$ cat src/rtl/pattern_gen_multi.sv
// Multi-mode WIDTH-bit pattern generator: walk, bounce, Johnson, count.
// Define PATTERN_GEN_LFSR_EN to turn mode 3 into a Galois LFSR.
module pattern_gen_multi #(
  parameter int              WIDTH = 8,
  parameter int              DIV   = 1,
  parameter logic [WIDTH-1:0] SEED = 1,
  parameter logic [WIDTH-1:0] TAPS = 8'hB8
) (
  input  logic             clk,
  input  logic             rst,
  input  logic             en,
  input  logic             mode_ld,
  input  logic [1:0]       mode,
  output logic [WIDTH-1:0] out,
  output logic             wrap
);

  localparam int CW = (DIV > 1) ? $clog2(DIV) : 1;
  localparam logic [CW-1:0] LAST = CW'(DIV - 1);

  typedef enum logic [1:0] {
    WALK   = 2'd0,
    BOUNCE = 2'd1,
    JOHN   = 2'd2,
    CNT    = 2'd3
  } mode_t;

  mode_t           mode_r;
  logic [CW-1:0]   div_cnt;
  logic            dir;
  logic [WIDTH-1:0] nxt;
  logic            ndir;
  logic            nwrap;
  logic            step;

`ifndef PATTERN_GEN_LFSR_EN
  // Seed and taps only matter in the LFSR build.
  logic unused_cfg;
  assign unused_cfg = ^{SEED, TAPS};
`endif

  function automatic logic [WIDTH-1:0] start_val(input logic [1:0] m);
    logic [WIDTH-1:0] v;
    unique case (m)
      2'd0, 2'd1: v = WIDTH'(1);
      2'd2:       v = '0;
`ifdef PATTERN_GEN_LFSR_EN
      2'd3:       v = SEED;
`else
      2'd3:       v = '0;
`endif
    endcase
    return v;
  endfunction

  assign step = en && (div_cnt == LAST);

  // Next pattern value, direction and wrap flag for one step.
  always_comb begin
    nxt   = out;
    ndir  = dir;
    nwrap = 1'b0;
    unique case (mode_r)
      WALK: begin
        if (!$onehot(out)) begin
          nxt = WIDTH'(1);
        end else begin
          nxt   = {out[WIDTH-2:0], out[WIDTH-1]};
          nwrap = out[WIDTH-1];
        end
      end
      BOUNCE: begin
        if (!$onehot(out) || (!dir && out[WIDTH-1]) ||
            (dir && out[0])) begin
          nxt  = WIDTH'(1);
          ndir = 1'b0;
        end else if (!dir) begin
          nxt  = out << 1;
          ndir = nxt[WIDTH-1];
        end else begin
          nxt   = out >> 1;
          nwrap = (nxt == WIDTH'(1));
          ndir  = !nwrap;
        end
      end
      JOHN: begin
        // Legal Johnson codes have at most one 0/1 boundary.
        if ($countones(out[WIDTH-1:1] ^ out[WIDTH-2:0]) > 1) begin
          nxt = '0;
        end else begin
          nxt   = {out[WIDTH-2:0], ~out[WIDTH-1]};
          nwrap = (nxt == '0);
        end
      end
      CNT: begin
`ifdef PATTERN_GEN_LFSR_EN
        if (out == '0) nxt = SEED;
        else nxt = (out >> 1) ^ (out[0] ? TAPS : '0);
        nwrap = (nxt == SEED);
`else
        nxt   = out + WIDTH'(1);
        nwrap = (nxt == '0);
`endif
      end
    endcase
  end

  // State register: load beats enable; divider gates each step.
  always_ff @(posedge clk or posedge rst) begin
    if (rst) begin
      out     <= WIDTH'(1);
      mode_r  <= WALK;
      div_cnt <= '0;
      dir     <= 1'b0;
      wrap    <= 1'b0;
    end else if (mode_ld) begin
      mode_r  <= mode_t'(mode);
      out     <= start_val(mode);
      div_cnt <= '0;
      dir     <= 1'b0;
      wrap    <= 1'b0;
    end else if (step) begin
      out     <= nxt;
      dir     <= ndir;
      wrap    <= nwrap;
      div_cnt <= '0;
    end else begin
      if (en) div_cnt <= div_cnt + CW'(1);
      wrap <= 1'b0;
    end
  end

endmodule

$ cat config.mk
export PLATFORM = sky130hd
export DESIGN_NAME = pattern_gen_multi
export DESIGN_NICKNAME = d
export VERILOG_FILES = /design/src/rtl/pattern_gen_multi.sv
export SDC_FILE = /design/constraint.sdc
export NUM_CORES = 1
export LEC_CHECK = 0
export BUFFER_PORTS_ARGS = -buffer_cell sky130_fd_sc_hd__buf_2
export CAP_MARGIN = 20
export CORE_ASPECT_RATIO = 1.1
export CORE_MARGIN = 10
export CORE_UTILIZATION = 63
export CTS_CLUSTER_SIZE = 24
export DETAILED_ROUTE_END_ITERATION = 7
export PLACE_DENSITY_LB_ADDON = 0.12
export SLEW_MARGIN = 20
export SYNTH_ARGS = -nofsm -noshare
export SYNTH_HDL_FRONTEND = slang
export SYNTH_SLANG_ARGS = --single-unit
$ cat constraint.sdc
create_clock -name clk -period 11.3 [get_ports clk]
set_input_delay 1.695 -clock clk [delete_from_list [all_inputs] [get_ports clk]]
set_output_delay 1.695 -clock clk [all_outputs]
set_load 0.01 [all_outputs]
== Word level (Yosys, flattened, before mapping) ==
Index checks and enable logic that the tools add are counted.
Storage, ports and cells
  bits in registers: 13
  input bits: 6
  output and inout port bits: 9
  logic and storage cells: 73
Cells by class
  $add $sub $neg: 15
  $lt $le $gt $ge: 1
  equality and inequality tests: 8
  multiplexer cells: 23
  bitwise gates (word level): 3
  reduce and logical (&&, ||, !) cells: 18
Operator list (number)
  2-to-1 mux 8 bit: 6
  one-hot mux 8 bit (4 select lines): 1
  logical NOT 8 bit: 2
  one-hot mux 8 bit (2 select lines): 1
  adder 1 x 1 -> 2 bit: 7
  2-to-1 mux 1 bit: 14
  adder 2 x 2 -> 3 bit: 3
  adder 3 x 3 -> 4 bit: 2
  adder 8 x 1 -> 8 bit (second input constant): 1
  equality test 2 bit (second input constant): 4
  equality test 7 x 1 -> 1 bit (second input constant): 1
  XOR 7 bit: 1
  equality test 2 x 1 -> 1 bit (second input constant): 2
  equality test 4 x 1 -> 1 bit (second input constant): 1
  > comparator 4 x 1 -> 1 bit (second input constant): 1
  logical NOT 2 bit: 2
  one-hot mux 1 bit (4 select lines): 1
  nonzero test 2 bit: 2
  OR reduction 2 bit: 2
  adder 2 x 1 -> 3 bit: 1
  logical AND 1 bit: 3
  logical NOT 1 bit: 3
  nonzero test 3 bit: 1
  logical OR 1 bit: 2
  3 further kinds: 4

== Logic depth before layout (Yosys ltp) ==
Gate-level depths: netlist (run 1).
  word-level depth: 11
  depth in mapped cells: 14
  mapped depth without buffers: 14

== Worst setup path before layout (run 1) ==
Ideal clock, no wire load.
  kind: reg2reg
  start: register out[0]
  end: register out[7]
  setup time: 0.082 ns
  arrival: 4.044 ns
  data required time: 11.218 ns
  path slack: 7.174 ns
  cell stages (with the launch flop): 14
  path buffers: 1
  period minus slack after synthesis: 4.126 ns
  path through: dfstp_2 buf_2 inv_1 fa_1 fa_1 fa_1 inv_1 ha_1 inv_1 fa_1 a211o_1 a2111o_1 or3_1 a31oi_1
Between the ends
  word-level cells in the longest chain between the ends: 11
  elaborated cells between the ends (all ways): 20
  classes of those cells: add/sub: 7; order compare: 1; eq/ne: 1; mux: 6; bitwise: 1; reduce/logical: 4
Ends and longest elaborated chain
  from (decl): RTL line 14  | output logic [WIDTH-1:0] out,
  from (signal assigned): RTL line 118  | out <= start_val(mode);
  from (signal assigned): RTL line 123  | out <= nxt;
  parallel branches: the longest is 8 deep, another holds adder 3 x 3 -> 4 bit
  one-hot mux 8 bit (4 select lines) (*): RTL line 63  | unique case (mode_r)
  2-to-1 mux 8 bit (*): RTL line 122  | end else if (step) begin
  2-to-1 mux 8 bit (*): RTL line 116  | end else if (mode_ld) begin
Mark *: on every way between the ends. The select of a mux whose other input is x is not followed.
A chain may end at the register's enable or synchronous reset.

== Worst setup path after layout (run 1) ==
  start: register out[0]
  end: register out[0]
Same word-level chain as after synthesis.

==> reports/results.ini, run 1 <==
[clocking]
htree_levels = 1
root_buffer = clkbuf_4
clk_path_buf_depth = 2
clk_pin_slew_ns = 0.09
clock_sinks = 13
post-cts-setup-buffers = 0
cts_made_buffers = 3
hold_buffers = 0
clock_latency_ns = 0.29
cts_resized = 0
cts_tree = yes

[worst_setup_path]
critical_path_class = reg -> reg
timing.rr.start = out[0]
critical_path.max_fanout = 14
cp_common_cell = fa_1
cp_slowest_cell = dfstp_2
worst_setup_path_start_kind = register
cp.buffers_inverters = 3
end_kind = register
crit_family = adder cells
crit_chain = inv_1 > fa_1 > fa_1 > fa_1 > inv_1 > ha_1 > inv_1 > fa_1 > a211o_1 > a211oi_1 > nand2_1 > a221oi_1 > a221oi_1
worstSetupStartpoint = out[0]
max_stage_delay_ns = 0.69
critPathArrivalTime_ns = 4.56
required_ns = 11.50

[global_route]
grtUsageTotal_pct = 17.1
grt-busiest-layer = met2
grt_pass1_wl_um = 6430
grt_use_met3_pct = 4.47
globalRouteMet2Util_pct = 27.0
met1_usage_pct = 20.1
grt_max_degree = 17
grt_pass1_vias = 1370
antenna_found_initial = 0
overflow = 0

[finish]
antenna_cells = 0
fin_nets = 200
fin_area_um2 = 1520
drive_above_1_share_pct = 12.9
area_delta_synth_final_pct = 6.41

[logic_synthesis]
synth_top_area_share_pct = 21.1
avgSynthCellArea_um2 = 8.74
syn_nets = 191
synth.cell_area_um2 = 1420
synthDistinctLibCells = 43
ys_seq_elements = 13
synthTopCellsByArea = dfrtp_1 21%, ha_1 14%, fa_1 8.4%
netlist_instances = 163
yosys.area.top_type = dfrtp_1
ys_warn_count = 0
synth_seq_area_share_pct = 22.9

[pwr]
power_frac_clock_pct = 20.9
peakVddDrop_uv = 70.5
p_leak_nw = 0.683
sw_frac_of_total_pct = 40.6
seqPwrFrac_pct = 40.4
p_switching_uw = 57.5
finalPower_uw = 142
p_int_uw = 84.2
p_per_area_nw_per_um2 = 93.5
combPwrFrac_pct = 38.7

[sta]
period_share_pct = 38.5
finalClockSkew_ns = 0.0193
hold_slack_ns = 0.583
period_needed_ns = 4.36
tightest_slew_ns = 0.619
report.final.slew_viol_count = 0
finalSetupViolCount = 0
setup_tns_ns = 0
hold_viol_final = 0
rsz0062_at_grt = false
fmax_mhz = 230
maxSlewHeadroom_pct = 58.7

[floorplan]
io_pins = 15
start_util_pct = 64.5
num_rows = 18
dieArea_um2 = 4560
core_area_um2 = 2210
die_y_um = 69.9
chipWidth_um = 65.3

[min_path]
hold_class = reg -> reg
min_from = div_cnt

[routing]
remaining_drc_errors = 0
via_count = 1321
ant_nets = 0
drt_iter0_drc = 48
drt_wl_total_um = 3730
via_per_inst = 6.57
drtPass1Iterations = 5
wl_per_cell_um = 18.6

[outcome]
status = finished clean

[place]
port_buffers = 14
dp_hpwl_um = 2850
place.gp.congestion = 0.978
placed_area_um2 = 1490

[run]
cap_viol_max_count = 0

## kinds of logic (layout without fill, tap and decap cells)
family | Yosys count | after routing | synth area share, %
AND/OR/NAND/NOR | 46 | 46 | 17.2
AO/OA/AOI/OAI | 41 | 41 | 21.4
buffers and inverters | 29 | 37 | 8.00
adder cells (fa/ha/maj) | 22 | 22 | 22.5
flip-flops | 13 | 13 | 22.9
XOR/XNOR | 8 | 8 | 4.92
multiplexers | 4 | 4 | 3.08
## synthesized netlist by cell type
cell type and n:
inv_1 19, ha_1 16, dfrtp_1 12, nand2_1 12, a21oi_1 9, nor2_1 8
xnor2_1 7, clkbuf_1 6, fa_1 6, a221o_1 5, a31oi_1 5, nand3_1 5
a221oi_1 4, buf_2 4, mux2_2 3, nand4_1 3, nor2b_1 3, nor3_1 3
o21ai_0 3, or3_1 3, a22oi_1 2, and4b_1 2, nand2b_1 2, o31ai_1 2
a2111o_1 1, a2111oi_0 1, a211o_1 1, a211oi_1 1, a22o_1 1, a311o_1 1
a311oi_1 1, a41o_1 1, a41oi_1 1, and2_0 1, dfstp_2 1, mux2i_1 1
nor2_4 1, nor3b_1 1, o211ai_1 1, o21a_1 1, or3b_1 1, or4_1 1
xor2_1 1
## worst reg2reg max path: cells and delay by family (launching register included)
kind | cells | cell delay, ns
simple gates | 1 | 0.14
compound gates | 4 | 1.24
flops | 1 | 0.69
buf+inv | 3 | 0.25
fa+ha+maj | 5 | 1.96
## final cells by class
type                       instances  area, µm²
fill                             211        692
multi-input combinational        121        983
clock buffer                       4       26.3
timing repair buffer              14       70.1
sequential                        13        327
inverter                          19       71.3
tap                               30       37.5
## layer usage
layer	routed length [µm]	vias to the layer above
met2	1770	88
met4	176	0
met3	366	23
met1	1420	605
li1	-	605
met5	0	-
## cells in the final DEF (no fill, tap or decap), types with 2 or more instances in the layout
master / Yosys / layout
nor3_1: 3 / 3
and4b_1: 2 / 2
or3_1: 3 / 3
o31ai_1: 2 / 2
buf_2: 4 / 14
clkbuf_4: 0 / 3
nand4_1: 3 / 3
o21ai_0: 3 / 3
a221oi_1: 4 / 4
a21oi_1: 9 / 9
mux2_2: 3 / 3
fa_1: 6 / 6
dfrtp_1: 12 / 12
nand2b_1: 2 / 2
ha_1: 16 / 16
nor2_1: 8 / 8
a31oi_1: 5 / 5
inv_1: 19 / 19
a221o_1: 5 / 5
nand2_1: 12 / 12
a22oi_1: 2 / 2
nor2b_1: 3 / 3
xnor2_1: 7 / 7
nand3_1: 5 / 5
## metrics by stage
step | utilization [%] | setup slack (ns) | cells
2_1_floorplan | - | 7.17 | 163
3_3_place_gp | 67.5 | 7.14 | 197
3_5_place_dp | 67.5 | 7.01 | 197
4_1_cts | 68.7 | 6.97 | 201
5_1_grt | 68.7 | 6.74 | 201
6_report | 68.7 | 6.94 | 201
## sequential cells by signal, summed over array words and instances, names as in the netlist
| register | cells |
|---|---|
| wrap | 1 |
| mode_r | 2 |
| out | 8 |
| dir | 1 |
| div_cnt | 1 |
## power by group through the flow
| stage | combinational [mW] | clock (mW) | sequential (mW) |
|---|---|---|---|
| 6_report | 0.0548 | 0.0297 | 0.0572 |
| 5_1_grt | 0.0625 | 0.0321 | 0.0578 |
| 4_1_cts | 0.0539 | 0.0293 | 0.0569 |
| 3_5_place_dp | 0.0526 | 0 | 0.0578 |
| 3_3_place_gp | 0.0512 | 0 | 0.0575 |
| 2_1_floorplan | 0.0428 | 0 | 0.0536 |
## worst paths after layout
check	endpoint	slack [ns]	cells past startpoint
worst max-delay path	out[0]	6.94	13
worst min-delay path	div_cnt	0.58	1
worst max register to register	out[0]	6.94	13
worst min register to register	div_cnt	0.58	1
max in group asynchronous	out[5]	9.53	2
min in group asynchronous	wrap	1.41	2
Note: power is estimated with default switching activity, not from simulation.
==> run 2: changes to the inputs <==
--- a/config.mk
+++ b/config.mk
@@ -5,11 +5,12 @@
 export SDC_FILE = /design/constraint.sdc
 export NUM_CORES = 1
 export LEC_CHECK = 0
+export ABC_AREA = 1
 export BUFFER_PORTS_ARGS = -buffer_cell sky130_fd_sc_hd__buf_2
 export CAP_MARGIN = 20
 export CORE_ASPECT_RATIO = 1.1
 export CORE_MARGIN = 10
-export CORE_UTILIZATION = 63
+export CORE_UTILIZATION = 54
 export CTS_CLUSTER_SIZE = 24
 export DETAILED_ROUTE_END_ITERATION = 7
 export PLACE_DENSITY_LB_ADDON = 0.12
==> constraint.sdc (replaced) <==
create_clock -name clk -period 3.8 [get_ports clk]
set_input_delay 0.57 -clock clk [delete_from_list [all_inputs] [get_ports clk]]
set_output_delay 0.57 -clock clk [all_outputs]
set_load 0.01 [all_outputs]
==> reports/results.ini, run 2 <==
[min_path]
hold_class = in -> async  ; was reg -> reg

[worst_setup_path]
worst_setup_path_start_kind = register  ; unchanged
critical_path_class = reg -> reg  ; unchanged
crit_chain = inv_4 > fa_1 > fa_1 > fa_1 > inv_1 > ha_2 > inv_1 > fa_1 > nand2_2 > nor2_4 > nand2_4 > nor2_4 > nand2_1 > nand3_1 > nand2_1 > nand2_1  ; was inv_1 > fa_1 > fa_1 > fa_1 > inv_1 > ha_1 > inv_1 > fa_1 > a211o_1 > a211oi_1 > nand2_1 > a221oi_1 > a221oi_1
critical_path.max_fanout = 5  ; was 14
crit_family = adder cells  ; unchanged
max_stage_delay_ns = 0.57  ; was 0.69 ns
cp_slowest_cell = dfstp_2  ; unchanged
cp_common_cell = fa_1  ; unchanged
critPathArrivalTime_ns = 3.84  ; was 4.56 ns
cp.buffers_inverters = 3  ; unchanged
end_kind = register  ; unchanged
required_ns = 4.02  ; was 11.50 ns

[routing]
drtPass1Iterations = 4  ; was 5
via_count = 1594  ; was 1321
remaining_drc_errors = 0  ; unchanged
wl_per_cell_um = 14.7  ; was 18.6 µm
drt_wl_total_um = 4170  ; was 3730 µm
drt_iter0_drc = 142  ; was 48
ant_nets = 0  ; unchanged
via_per_inst = 5.61  ; was 6.57

[logic_synthesis]
synth_commonest_cells = 67 x nand2_1, 32 x inv_1, 16 x ha_1  ; was 19 x inv_1, 16 x ha_1, 12 x dfrtp_1, 12 x nand2_1, 9 x a21oi_1
synthArstFlopShare_pct = 100  ; unchanged
synthDistinctLibCells = 29  ; was 43
synth.most_common_cell = nand2_1  ; was inv_1
yosys.area.top_type = dfrtp_1  ; unchanged
ys_warn_count = 0  ; unchanged
synth_top_area_share_pct = 19.5  ; was 21.1%
avgSynthCellArea_um2 = 6.74  ; was 8.74 µm²
synth-edff-count = 0  ; unchanged
synthTopCellsByArea = dfrtp_1 19%, nand2_1 16%, ha_1 13%  ; was dfrtp_1 21%, ha_1 14%, fa_1 8.4%
synth_seq_area_share_pct = 21.2  ; was 22.9%
synth-main-ff-cell = dfrtp_1  ; unchanged
netlist_instances = 229  ; was 163
syn_nets = 257  ; was 191
synth.cell_area_um2 = 1540  ; was 1420 µm²
ys_seq_elements = 13  ; unchanged

[floorplan]
dieArea_um2 = 5400  ; was 4560 µm²
die_y_um = 76.1  ; was 69.9 µm
num_rows = 20  ; was 18
chipWidth_um = 71.0  ; was 65.3 µm
io_pins = 15  ; unchanged
core_area_um2 = 2750  ; was 2210 µm²
start_util_pct = 56.0  ; was 64.5%

[sta]
rsz0062_at_grt = false  ; unchanged
period_needed_ns = 3.62  ; was 4.36 ns
maxSlewHeadroom_pct = 56.2  ; was 58.7%
setup_tns_ns = 0  ; unchanged
fmax_mhz = 277  ; was 230 MHz
finalSetupViolCount = 0  ; unchanged
tightest_slew_ns = 0.654  ; was 0.619 ns
report.final.slew_viol_count = 0  ; unchanged
period_share_pct = 95.1  ; was 38.5%
hold_viol_final = 0  ; unchanged
finalClockSkew_ns = 0.0168  ; was 0.0193 ns

[finish]
fin_nets = 280  ; was 200
area_delta_synth_final_pct = 11.8  ; was 6.41%
final_util_pct = 62.7  ; was 68.7%
top_register = out  ; unchanged
drive_above_1_share_pct = 18.3  ; was 12.9%
fillers = 274  ; was 211
final_common_cell = nand2_1  ; was inv_1
largest_register_ffs = 8  ; unchanged
final_cell_mix = 65 x nand2_1, 32 x inv_1, 15 x ha_1, 14 x nand3_1, 14 x buf_2  ; was 19 x inv_1, 16 x ha_1, 14 x buf_2, 12 x nand2_1, 12 x dfrtp_1
reg.largest.list = out (8), mode_r (2)  ; unchanged
ff_latch_area_um2 = 327  ; unchanged
antenna_cells = 0  ; unchanged
multi_input_area_um2 = 1040  ; was 983 µm²

[pwr]
sw_frac_of_total_pct = 42.6  ; was 40.6%
p_int_uw = 258  ; was 84.2 µW
p_switching_uw = 192  ; was 57.5 µW
peakVddDrop_uv = 217  ; was 70.5 µV
power_frac_clock_pct = 20.6  ; was 20.9%
p_per_area_nw_per_um2 = 261  ; was 93.5 nW/µm²
p_leak_nw = 0.890  ; was 0.683 nW
seqPwrFrac_pct = 34.3  ; was 40.4%
combPwrFrac_pct = 45.1  ; was 38.7%

[clocking]
clock_sinks = 13  ; unchanged
clk_pin_slew_ns = 0.10  ; was 0.09 ns
clock_latency_ns = 0.29  ; about the same
root_buffer = clkbuf_4  ; unchanged
hold_buffers = 0  ; unchanged
clk_path_buf_depth = 2  ; unchanged
htree_levels = 1  ; unchanged
cts_tree = yes  ; unchanged
cts_made_buffers = 3  ; unchanged

[place]
dp_hpwl_um = 3260  ; was 2850 µm
place.gp.congestion = 0.923  ; was 0.978
port_buffers = 14  ; unchanged

[outcome]
status = finished clean  ; unchanged

[global_route]
antenna_found_initial = 0  ; unchanged
grtUsageTotal_pct = 15.6  ; was 17.1%
grt_max_degree = 18  ; was 17
grt_pass1_vias = 1555  ; was 1370
overflow = 0  ; unchanged
grt_pass1_wl_um = 7180  ; was 6430 µm

[run]
cap_viol_max_count = 0  ; unchanged

[run 2: cell count changes in the layout (fill, tap and decap cells not counted), sizes merged, moves of 9 or more]
cell | previous run | this run
inv | 19 | 39
buf | 14 | 23
nand2 | 12 | 73
nand3 | 5 | 14
o21ai | 3 | 20
[run 2: logic make-up after synthesis]
group,synth area share [%]
buffers and inverters,12.7
flip-flops,21.2
adder cells (fa/ha/maj),20.8
AND/OR/NAND/NOR,32.7
XOR/XNOR,1.70
AO/OA/AOI/OAI,11.0
[run 2: power by group through the flow]
stage / clock [mW] / sequential, mW / combinational, mW
after floorplan: 0 / 0.161 / 0.134
after global placement: 0 / 0.156 / 0.182
after detailed placement: 0 / 0.156 / 0.185
after CTS: 0.0919 / 0.154 / 0.185
after global routing: 0.101 / 0.156 / 0.227
final: 0.0928 / 0.154 / 0.203
[run 2: cell type report]
| class | instances | share of cell area [%] |
|---|---|---|
| clock buffers | 4 | 1.52 |
| inverters | 40 | 8.99 |
| multi-input cells | 171 | 60.2 |
| flip-flops and latches | 13 | 18.9 |
| well taps | 33 | 2.39 |
| repair buffers | 23 | 7.98 |
[run 2: path summary, 6_finish.rpt]
check                      startpoint      end  slack [ns]  cells after the start
hold / removal                    rst   out[2]        0.30                      2
max in group asynchronous         rst   out[3]        3.13                      2
min in group clk                   en  div_cnt        0.45                      2
hold reg to reg               div_cnt  div_cnt        0.55                      2
setup / recovery               out[0]   out[6]        0.18                     16
setup reg to reg               out[0]   out[6]        0.18                     16
[run 2: through the flow]
stage	instances	total power, mW	cell area, µm²	worst slack, ns	hold slack, ns
floorplan	229	0.295	1540	0.139	0.446
global placement	279	0.337	1670	0.187	0.490
detailed placement	279	0.341	1670	0.111	0.537
CTS	283	0.431	1700	0.0892	0.323
global route	284	0.484	1730	0.00190	0.318
finish	284	0.450	1730	0.185	0.296
[run 2: repair_timing]
| action | 4_1_cts | 5_1_grt |
|---|---|---|
| buffers inserted | 0 | 1 |
| endpoints found under the setup margin | 0 | 9 |
| gates resized for setup | 0 | 7 |
[run 2: per-layer routing]
layer | track usage, % | vias to the layer above | routed length (µm)
li1 | - | 776 | -
met1 | 20.4 | 716 | 1800
met2 | 23.9 | 83 | 1900
met3 | 3.91 | 19 | 321
met4 | 5.62 | 0 | 150
met5 | 0 | - | 0
